File: config.mk
export PLATFORM = sky130hd
export DESIGN_NAME = recover_feed_ctrl
export DESIGN_NICKNAME = d
export VERILOG_FILES = /design/src/rtl/recover_feed_ctrl.sv
export SDC_FILE = /design/constraint.sdc
export NUM_CORES = 1
export LEC_CHECK = 0
export CORE_ASPECT_RATIO = 0.7
export CORE_MARGIN = 1
export CORE_UTILIZATION = 37
export CTS_CLUSTER_SIZE = 30
export DETAILED_ROUTE_END_ITERATION = 8
export PLACE_DENSITY = 0.69
export SYNTH_ARGS = -nofsm -noshare
export SYNTH_HDL_FRONTEND = slang
export SYNTH_SLANG_ARGS = --single-unit
File: constraint.sdc
create_clock -name clk -period 2.36 [get_ports clk]
set_clock_uncertainty 0.1 [all_clocks]
set_input_delay 0.354 -clock clk [delete_from_list [all_inputs] [get_ports clk]]
set_output_delay 0.354 -clock clk [all_outputs]
set_load 0.02 [all_outputs]
File: src/rtl/recover_feed_ctrl.sv
// rtl/recover_feed_ctrl.sv - frame feed sequencer for the recover datapath
// Issues x1/x2 bank reads per beat, aligns bit-reversed indices, and supervises output count.
module recover_feed_ctrl #(
  parameter int NBEAT   = 1025,
  parameter int ADDR_W  = 11,
  parameter int IDX_W   = 11,
  parameter int TIMEOUT = 4096
) (
  input  logic              clk,
  input  logic              rst_n,
  input  logic              start,
  input  logic              src_stall,
  output logic              mem_rd_en,
  output logic [ADDR_W-1:0] mem_addr_col1,
  output logic [ADDR_W-1:0] mem_addr_col2,
  output logic [ADDR_W-1:0] idx_rd_addr,
  input  logic [IDX_W-1:0]  idx_col1,
  input  logic [IDX_W-1:0]  idx_col2,
  output logic              dp_valid,
  output logic              dp_col2_en,
  output logic [IDX_W-1:0]  dp_index_col1,
  output logic [IDX_W-1:0]  dp_index_col2,
  input  logic              dp_ready,
  output logic              busy,
  output logic              done,
  output logic              err
);

  localparam int TO_W = $clog2(TIMEOUT + 1);
  localparam logic [ADDR_W-1:0] LAST_BEAT = ADDR_W'(NBEAT - 1);
  localparam logic [ADDR_W-1:0] NBEAT_A   = ADDR_W'(NBEAT);
  localparam logic [ADDR_W-1:0] OUT_MAX   = '1;
  localparam logic [TO_W-1:0]   TO_LAST   = TO_W'(TIMEOUT - 1);

  typedef enum logic [1:0] {IDLE, FEED, DRAIN, DONE} state_t;

  state_t            state_q, state_d;
  logic [ADDR_W-1:0] beat_cnt_q, beat_cnt_d;
  logic [ADDR_W-1:0] out_cnt_q, out_cnt_d;
  logic [TO_W-1:0]   drain_cnt_q, drain_cnt_d;
  logic              err_q, err_d;
  logic              ready_prev_q, ready_prev_d;
  logic              dv_q, dv_d;
  logic              col2_en_q, col2_en_d;
  logic              issue;
  logic              ready_fall;
  logic [ADDR_W-1:0] beat_m1;
  logic [IDX_W-1:0]  rev1, rev2;

  assign issue      = (state_q == FEED) && !src_stall;
  assign ready_fall = ready_prev_q && !dp_ready;
  assign beat_m1    = beat_cnt_q - ADDR_W'(1);

  always_ff @(posedge clk) begin
    if (!rst_n) begin
      state_q      <= IDLE;
      beat_cnt_q   <= '0;
      out_cnt_q    <= '0;
      drain_cnt_q  <= '0;
      err_q        <= 1'b0;
      ready_prev_q <= 1'b0;
      dv_q         <= 1'b0;
      col2_en_q    <= 1'b0;
    end else begin
      state_q      <= state_d;
      beat_cnt_q   <= beat_cnt_d;
      out_cnt_q    <= out_cnt_d;
      drain_cnt_q  <= drain_cnt_d;
      err_q        <= err_d;
      ready_prev_q <= ready_prev_d;
      dv_q         <= dv_d;
      col2_en_q    <= col2_en_d;
    end
  end

  always_comb begin
    state_d      = state_q;
    beat_cnt_d   = beat_cnt_q;
    out_cnt_d    = out_cnt_q;
    drain_cnt_d  = drain_cnt_q;
    err_d        = err_q;
    ready_prev_d = dp_ready;
    dv_d         = issue;
    col2_en_d    = issue && (beat_cnt_q >= ADDR_W'(2));

    if ((state_q == FEED || state_q == DRAIN) && dp_ready && out_cnt_q != OUT_MAX)
      out_cnt_d = out_cnt_q + ADDR_W'(1);

    case (state_q)
      IDLE: begin
        if (start) begin
          state_d     = FEED;
          beat_cnt_d  = '0;
          out_cnt_d   = '0;
          drain_cnt_d = '0;
          err_d       = 1'b0;
        end
      end
      FEED: begin
        if (issue) begin
          beat_cnt_d = beat_cnt_q + ADDR_W'(1);
          if (beat_cnt_q == LAST_BEAT) state_d = DRAIN;
        end
        // A glitch in the output window is flagged, but the feed keeps going.
        if (ready_fall) err_d = 1'b1;
      end
      DRAIN: begin
        drain_cnt_d = drain_cnt_q + TO_W'(1);
        if (ready_fall) begin
          if (out_cnt_q == NBEAT_A) begin
            state_d = DONE;
          end else begin
            err_d   = 1'b1;
            state_d = IDLE;
          end
        end else begin
          if (dp_ready && out_cnt_q > NBEAT_A) err_d = 1'b1;
          if (drain_cnt_q == TO_LAST) begin
            err_d   = 1'b1;
            state_d = IDLE;
          end
        end
      end
      DONE:    state_d = IDLE;
      default: state_d = IDLE;
    endcase
  end

  // Beats 0/1 carry one column each; later beats pair columns 2(b-1) and 2(b-1)+1.
  always_comb begin
    mem_addr_col1 = '0;
    mem_addr_col2 = '0;
    idx_rd_addr   = '0;
    if (mem_rd_en) begin
      idx_rd_addr = beat_cnt_q;
      if (beat_cnt_q < ADDR_W'(2)) begin
        mem_addr_col1 = beat_cnt_q;
      end else begin
        mem_addr_col1 = {beat_m1[ADDR_W-2:0], 1'b0};
        mem_addr_col2 = {beat_m1[ADDR_W-2:0], 1'b1};
      end
    end
  end

  always_comb begin
    rev1 = '0;
    rev2 = '0;
    for (int k = 0; k < IDX_W; k++) begin
      rev1[IDX_W-1-k] = idx_col1[k];
      rev2[IDX_W-1-k] = idx_col2[k];
    end
  end

  assign mem_rd_en     = rst_n && issue;
  assign dp_valid      = rst_n && dv_q;
  assign dp_col2_en    = rst_n && col2_en_q;
  assign dp_index_col1 = dp_valid ? rev1 : '0;
  assign dp_index_col2 = dp_col2_en ? rev2 : '0;
  assign busy          = rst_n && (state_q != IDLE);
  assign done          = rst_n && (state_q == DONE);
  assign err           = rst_n && err_q;

endmodule

---- Word level (Yosys, flattened, before mapping) ----
Cells that the tools add are included.
cells by class
  add/sub/neg operators ................... 4
  mux-type cells .......................... 29
  order comparisons ....................... 3
  equality and inequality tests ........... 14
  reduce and logical (&&, ||, !) cells .... 24
operators by type and width
  kind                                                                number
  two-way mux 11 bit                                                  12
  one-hot mux 13 bit (2 select lines)                                 1
  adder 11 x 1 -> 11 bit, second input constant                       2
  == test 11 bit, second input constant                               2
  one-hot mux 11 bit (2 select lines)                                 1
  adder 13 x 1 -> 13 bit, second input constant                       1
  == test 13 x 12 -> 1 bit, second input constant                     1
  two-way mux 13 bit                                                  1
  logical AND 1 bit                                                   12
  two-way mux 2 bit                                                   6
  greater-or-equal comparator 11 x 2 -> 1 bit, second input constant  1
  greater-than comparator 11 bit, second input constant               1
  < comparator 11 x 2 -> 1 bit, second input constant                 1
  != test 11 bit, second input constant                               1
  subtractor 10 x 1 -> 10 bit, second input constant                  1
  one-hot mux 2 bit (4 select lines)                                  1
  two-way mux 1 bit                                                   6
  != test 2 bit, second input constant                                3
  nonzero test 2 bit                                                  3
  AND reduction 5 bit                                                 1
  == test 2 bit, second input constant                                2
  != test 4 x 2 -> 1 bit, second input constant                       1
  AND reduction 4 bit                                                 1
  != test 3 x 2 -> 1 bit, second input constant                       1
  other kinds (10)                                                    11
word-level totals
  input bits .............................. 27
  logic and storage cells ................. 82
  output and inout port bits .............. 61
  bits in registers ....................... 41

---- Depth between registers and ports, before layout ----
  word-level depth ........................ 7
  depth in mapped cells ................... 8
  depth with buffers taken out ............ 6

---- Worst setup path after synthesis ----
No wires, ideal clock.
  path kind ............................... reg2reg
  start ................................... reg state_q[0]
  end ..................................... reg beat_cnt_q[8]
  setup time .............................. 72 ps
  required time ........................... 2188 ps
  period minus slack after synthesis ...... 2422 ps
  stages on the path, launching flop included .. 9
  data arrival time ....................... 2250 ps
  path buffers ............................ 2
  path slack .............................. -62 ps
  cells stage by stage .................... dfxtp_1 -> inv_1 -> ha_1 -> buf_4 -> mux2i_1 -> or4b_1 -> buf_2 -> or4_1 -> a21oi_1
on the way
  cells in the longest elaborated chain, start to end .. 4
  elaborated cells between the ends (all ways) .. 8
  classes of those cells .................. eq/ne: 3; mux: 1; reduce/logical: 4
ends and longest elaborated chain
  item                           line    text
  start, declared                37      state_t state_q, state_d;
  start signal, assigned         65      state_q <= state_d;
  == test 2 x 1 -> 1 bit         50, 89
  logical AND 1 bit              50      assign issue = (state_q == FEED) && !src_stall;
  != test 2 bit (no line)        --
  AND reduction 3 bit (no line)  --
  end signal, assigned           66      beat_cnt_q <= beat_cnt_d;
  end, declared                  38      logic [ADDR_W-1:0] beat_cnt_q, beat_cnt_d;
Parallel ways exist; a longest one is shown, timed or not.
A chain may end at the register's enable or synchronous reset.

---- Final worst setup path ----
  start ................................... in rst_n
  end ..................................... out dp_col2_en
on the way
  cells in the longest elaborated chain, start to end .. 1
ends and longest elaborated chain
  item               line  text
  start, declared    10    input logic rst_n,
  logical AND 1 bit  156   assign dp_col2_en = rst_n && col2_en_q;
  end, declared      20    output logic dp_col2_en,
Every way passes these cells.

==> flow_summary.html <==
<table>
<tr><th>Metric</th><th>Value</th></tr>
<tr><th colspan="2">Yosys</th></tr>
<tr><td>Synth Warn #</td><td>0</td></tr>
<tr><td>Syn_area_per_cell</td><td>roughly 7.6 um2</td></tr>
<tr><td>Post-Synthesis Cells</td><td>353</td></tr>
<tr><td>Summed instance area of the synthesized netlist</td><td>around 0.0027 mm2</td></tr>
<tr><td>Share of flip-flops with an asynchronous set or reset after synthesis</td><td>0</td></tr>
<tr><td>Synth unique cells</td><td>50</td></tr>
<tr><td>Post-synth EDFFs</td><td>0</td></tr>
<tr><td>Synthesized flop and latch total</td><td>between 40 and 50</td></tr>
<tr><td>Number of nets in the synthesized netlist</td><td>392</td></tr>
<tr><td>Register area share after synthesis</td><td>0.304</td></tr>
<tr><td>Prevailing post-synth register cell</td><td>sky130_fd_sc_hd__dfxtp_1</td></tr>
<tr><th colspan="2">Route</th></tr>
<tr><td>DR WL met2</td><td>roughly 3200 um</td></tr>
<tr><td>Mean number of vias per cell</td><td>5.24</td></tr>
<tr><td>Detailed-router iteration count before antenna repair</td><td>4</td></tr>
<tr><td>Length of routed met3 wiring</td><td>518 um</td></tr>
<tr><td>Number of DRC violations after detailed routing</td><td>0</td></tr>
<tr><td>Total routed wirelength</td><td>7830 um</td></tr>
<tr><td>Via total after detailed routing</td><td>~2900</td></tr>
<tr><td>Routed metal-1 wire length</td><td>4060 um</td></tr>
<tr><td>Highest routed layer</td><td>met4</td></tr>
<tr><td>Iteration-0 DRC count of the detailed router</td><td>around 170</td></tr>
<tr><td>Routed length per placed instance</td><td>between 10 and 15 um</td></tr>
<tr><td>Antenna-violating nets left</td><td>0</td></tr>
<tr><th colspan="2">GRT</th></tr>
<tr><td>Number of antenna violations at the first check in global routing</td><td>0</td></tr>
<tr><td>Via count of the first global-routing pass</td><td>~2600</td></tr>
<tr><td>Pin count of the biggest net entering global routing</td><td>35</td></tr>
<tr><td>First-pass GRT wire length</td><td>12700 um</td></tr>
<tr><td>Aggregate global routing overflow</td><td>0</td></tr>
<tr><td>Overall global routing resource usage</td><td>0.206</td></tr>
<tr><th colspan="2">Worst setup path</th></tr>
<tr><td>Worst EP arrival</td><td>1.85 ns</td></tr>
<tr><td>Library cell appearing most often on the critical path</td><td>sky130_fd_sc_hd__clkdlybuf4s50_1</td></tr>
<tr><td>Required time at the endpoint of the critical path</td><td>about 1.9 ns</td></tr>
<tr><td>Worst R2R Setup Slack</td><td>0.13 ns</td></tr>
<tr><td>Cell-by-cell trace of the critical path</td><td>clkdlybuf4s50_1 -&gt; buf_8 -&gt; and2_1 -&gt; clkdlybuf4s50_1</td></tr>
<tr><td>R2r worst-path depth</td><td>6</td></tr>
<tr><td>Capturing element type of the critical path</td><td>output port</td></tr>
<tr><td>Crit-path max cell delay</td><td>0.60 ns</td></tr>
<tr><td>Type of origin of the critical path</td><td>input port</td></tr>
<tr><td>WS Path Type</td><td>in -&gt; out</td></tr>
<tr><td>Destination of the worst register-to-register timing path</td><td>beat_cnt_q[8]$_SDFFE_PN0P_</td></tr>
<tr><td>Startpoint of the worst register-to-register path</td><td>state_q[0]$_SDFFE_PN0P_</td></tr>
<tr><td>Worst Path Max Fanout</td><td>34</td></tr>
<tr><td>Slowest stage cell, crit path</td><td>sky130_fd_sc_hd__clkdlybuf4s50_1</td></tr>
<tr><th colspan="2">Timing</th></tr>
<tr><td>Final cycle utilization of the critical path</td><td>0.975</td></tr>
<tr><td>Worst slew margin relative to its limit</td><td>0.503</td></tr>
<tr><td>Slew at the pin closest to its max-slew limit</td><td>between 0.7 and 0.8 ns</td></tr>
<tr><td>Setup_tns</td><td>0 ns</td></tr>
<tr><td>Min Tclk post-route</td><td>2.30 ns</td></tr>
<tr><td>Final Setup Violations</td><td>0</td></tr>
<tr><td>Final hold viol count</td><td>0</td></tr>
<tr><td>Number of max-slew violations in the final report</td><td>0</td></tr>
<tr><td>Upper clock frequency limit</td><td>roughly 430 MHz</td></tr>
<tr><td>Setup repair after global routing missed its margin</td><td>yes</td></tr>
<tr><th colspan="2">Power</th></tr>
<tr><td>Fraction of power consumed by sequential logic</td><td>0.352</td></tr>
<tr><td>VDD IR-drop max</td><td>0.325 mV</td></tr>
<tr><td>Power Total</td><td>around 2.2 mW</td></tr>
<tr><td>Internal Power</td><td>1.46 mW</td></tr>
<tr><td>Switching component of the power</td><td>just under 0.8 mW</td></tr>
<tr><td>Static leakage</td><td>about 2.1 nW</td></tr>
<tr><td>Comb power frac</td><td>0.391</td></tr>
<tr><td>Share of total power in the clock network</td><td>0.257</td></tr>
<tr><td>Pwr per Cell Area</td><td>approximately 570 mW/mm2</td></tr>
<tr><td>Switching share of power</td><td>0.345</td></tr>
<tr><th colspan="2">Die</th></tr>
<tr><td>Die X-Extent</td><td>~100 um</td></tr>
<tr><td>Height of the die</td><td>between 70 and 80 um</td></tr>
<tr><td>I/O pin total</td><td>~90</td></tr>
<tr><td>Number of cell rows</td><td>25</td></tr>
<tr><td>CORE AREA</td><td>0.00691 mm2</td></tr>
<tr><td>Area of the die</td><td>0.00765 mm2</td></tr>
<tr><td>Initial cell density of the core</td><td>0.391</td></tr>
<tr><th colspan="2">Final layout</th></tr>
<tr><td>Cell area after layout</td><td>0.00394 mm2</td></tr>
<tr><td>Commonest non-fill, non-tap cells in the layout</td><td>sky130_fd_sc_hd__nor2_1 (42), sky130_fd_sc_hd__buf_4 (40), sky130_fd_sc_hd__dfxtp_1 (39)</td></tr>
<tr><td>Layout overhead on the synthesized area</td><td>46.1%</td></tr>
<tr><td># diodes</td><td>0</td></tr>
<tr><td>Leading cell type in the layout, fill and taps excluded</td><td>sky130_fd_sc_hd__nor2_1</td></tr>
<tr><td>Ratio of cells with drive above 1 in the final layout</td><td>0.202</td></tr>
<tr><td>Core Util, Final</td><td>0.570</td></tr>
<tr><td>Final instance count without filler cells</td><td>559</td></tr>
<tr><td>Layout net count</td><td>503</td></tr>
<tr><th colspan="2">CTS</th></tr>
<tr><td>Maximum clock insertion buffer count</td><td>2</td></tr>
<tr><td>Count of clock tree sinks</td><td>between 40 and 50</td></tr>
<tr><td>Maximum level of the CTS H-tree</td><td>2</td></tr>
<tr><td>Clock-pin slew of the registers on the worst-case setup and hold paths</td><td>about 0.080 ns</td></tr>
<tr><td>Number of buffers inserted during clock tree synthesis</td><td>5</td></tr>
<tr><td>Clock latency on the worst-skew pair</td><td>about 0.3 ns</td></tr>
<tr><td>TritonCTS clock tree</td><td>done</td></tr>
<tr><td>Hold-fix buffers at CTS</td><td>0</td></tr>
<tr><td>Cell at the root of the clock tree</td><td>sky130_fd_sc_hd__clkbuf_8</td></tr>
<tr><th colspan="2">Run status</th></tr>
<tr><td>Result of the run</td><td>finished clean</td></tr>
<tr><th colspan="2">Run</th></tr>
<tr><td>Max-capacitance violation count</td><td>0</td></tr>
<tr><th colspan="2">Place</th></tr>
<tr><td>Placed cell area</td><td>slightly below 0.004 mm2</td></tr>
<tr><td>DP Cell Count</td><td>551</td></tr>
<tr><td>Number of port buffers</td><td>a little under 90</td></tr>
<tr><td>Final weighted congestion in routability-driven placement</td><td>roughly 0.90</td></tr>
<tr><td>DP HPWL</td><td>~6200 um</td></tr>
<tr><th colspan="2">Min path</th></tr>
<tr><td>Worst Hold Path Cells</td><td>2</td></tr>
<tr><td>Kind of path behind the tightest hold check</td><td>reg -&gt; reg</td></tr>
<tr><td>Hold Path End</td><td>drain_cnt_q[7]$_SDFFE_PN0P_</td></tr>
<tr><td>Start point of the worst min-delay path</td><td>drain_cnt_q[7]$_SDFFE_PN0P_</td></tr>
</table>
power by group through the flow:
| stage | logic (mW) | clock network (mW) | registers, mW |
|---|---|---|---|
| 6_report | 0.873 | 0.573 | 0.787 |
| 5_1_grt | 0.961 | 0.617 | 0.797 |
| 4_1_cts | 0.869 | 0.587 | 0.783 |
| 3_5_place_dp | 0.868 | 0 | 0.798 |
| 3_3_place_gp | 0.855 | 0 | 0.796 |
| 2_1_floorplan | 0.509 | 0 | 0.788 |
through the flow:
step | worst slack (ns) | hold WS [ns]
floorplan | 0.00143 | 0.346
global placement | -0.194 | 0.362
detailed placement | -0.222 | 0.384
CTS | -0.0102 | 0.395
global route | -0.00778 | 0.404
finish | 0.0601 | 0.391
final cells by class:
type	instances	area, um2
fill	618	2970
multi-input combinational	276	1760
timing repair buffer	129	1090
sequential	41	826
tap	94	118
clock buffer	6	72.6
inverter	11	41.3
clock inverter	2	38.8
Yosys cell counts, types with 4 or more instances:
library cell / count / area [um2]
sky130_fd_sc_hd__buf_2: 4 / 20.0
sky130_fd_sc_hd__or4_1: 5 / 37.5
sky130_fd_sc_hd__nand3_1: 12 / 60.1
sky130_fd_sc_hd__o21a_1: 4 / 30.0
sky130_fd_sc_hd__mux2i_1: 5 / 50.1
sky130_fd_sc_hd__and3_1: 25 / 156
sky130_fd_sc_hd__xnor2_1: 10 / 87.6
sky130_fd_sc_hd__o21ai_0: 12 / 60.1
sky130_fd_sc_hd__xor2_1: 8 / 70.1
sky130_fd_sc_hd__nand2_1: 23 / 86.3
sky130_fd_sc_hd__dfxtp_1: 41 / 821
sky130_fd_sc_hd__clkbuf_1: 18 / 67.6
sky130_fd_sc_hd__nor3_1: 7 / 35.0
sky130_fd_sc_hd__or3_1: 9 / 56.3
sky130_fd_sc_hd__nor2_1: 42 / 158
sky130_fd_sc_hd__a21oi_1: 20 / 100
sky130_fd_sc_hd__nor4_1: 5 / 31.3
sky130_fd_sc_hd__nand4_1: 8 / 50.1
sky130_fd_sc_hd__and2_1: 18 / 113
sky130_fd_sc_hd__inv_1: 11 / 41.3
sky130_fd_sc_hd__o31ai_1: 6 / 45.0
sky130_fd_sc_hd__nor2b_1: 5 / 31.3
sky130_fd_sc_hd__ha_1: 12 / 150
flip-flops by register name, indices dropped and copies added, names as in the netlist:
signal and count:
drain_cnt_q 13, dv_q 1, out_cnt_q 11, state_q 2, ready_prev_q 1, beat_cnt_q 11, err_q 1, col2_en_q 1
cells by family (layout without fill, tap and decap cells):
| group | count (synthesis) | in the layout | share of synthesized area |
|---|---|---|---|
| compound gates | 66 | 66 | 0.158 |
| xor+xnor | 18 | 18 | 0.0584 |
| fa+ha+maj | 12 | 12 | 0.0556 |
| buf+inv | 36 | 148 | 0.0538 |
| flops | 41 | 41 | 0.304 |
| mux | 6 | 6 | 0.0227 |
| simple gates | 174 | 174 | 0.347 |
layer usage:
metal	vias up	global-route usage
met3	6	0.0408
met1	1338	0.301
met2	99	0.312
met5	-	0
met4	0	0.0429
li1	1487	-
critical path: cells and delay by family:
family / cells / cell delay (ns)
buffers and inverters: 3 / 1.34
and+or+nand+nor: 1 / 0.14
what timing repair did:
| item | 4_1_cts | 5_1_grt |
|---|---|---|
| endpoints found under the setup margin | 61 | 59 |
| setup buffers | 0 | 0 |
| pin swaps | 0 | 2 |
| resized for setup | 56 | 79 |
worst max-delay path by stage:
stage	startpoint	end	slack (ns)	depth (start not counted)
global route	state_q[1]$_SDFFE_PN0P_	mem_addr_col1[4]	-0.008	8
global placement	rst_n	mem_addr_col1[0]	-0.19	6
floorplan	state_q[0]$_SDFFE_PN0P_	beat_cnt_q[8]$_SDFFE_PN0P_	0.001	8
finish	rst_n	dp_col2_en	0.06	4
detailed placement	rst_n	mem_addr_col1[0]	-0.22	6
CTS	beat_cnt_q[2]$_SDFFE_PN0P_	mem_addr_col2[10]	-0.01	7
Note: power is estimated with default switching activity, not from simulation.
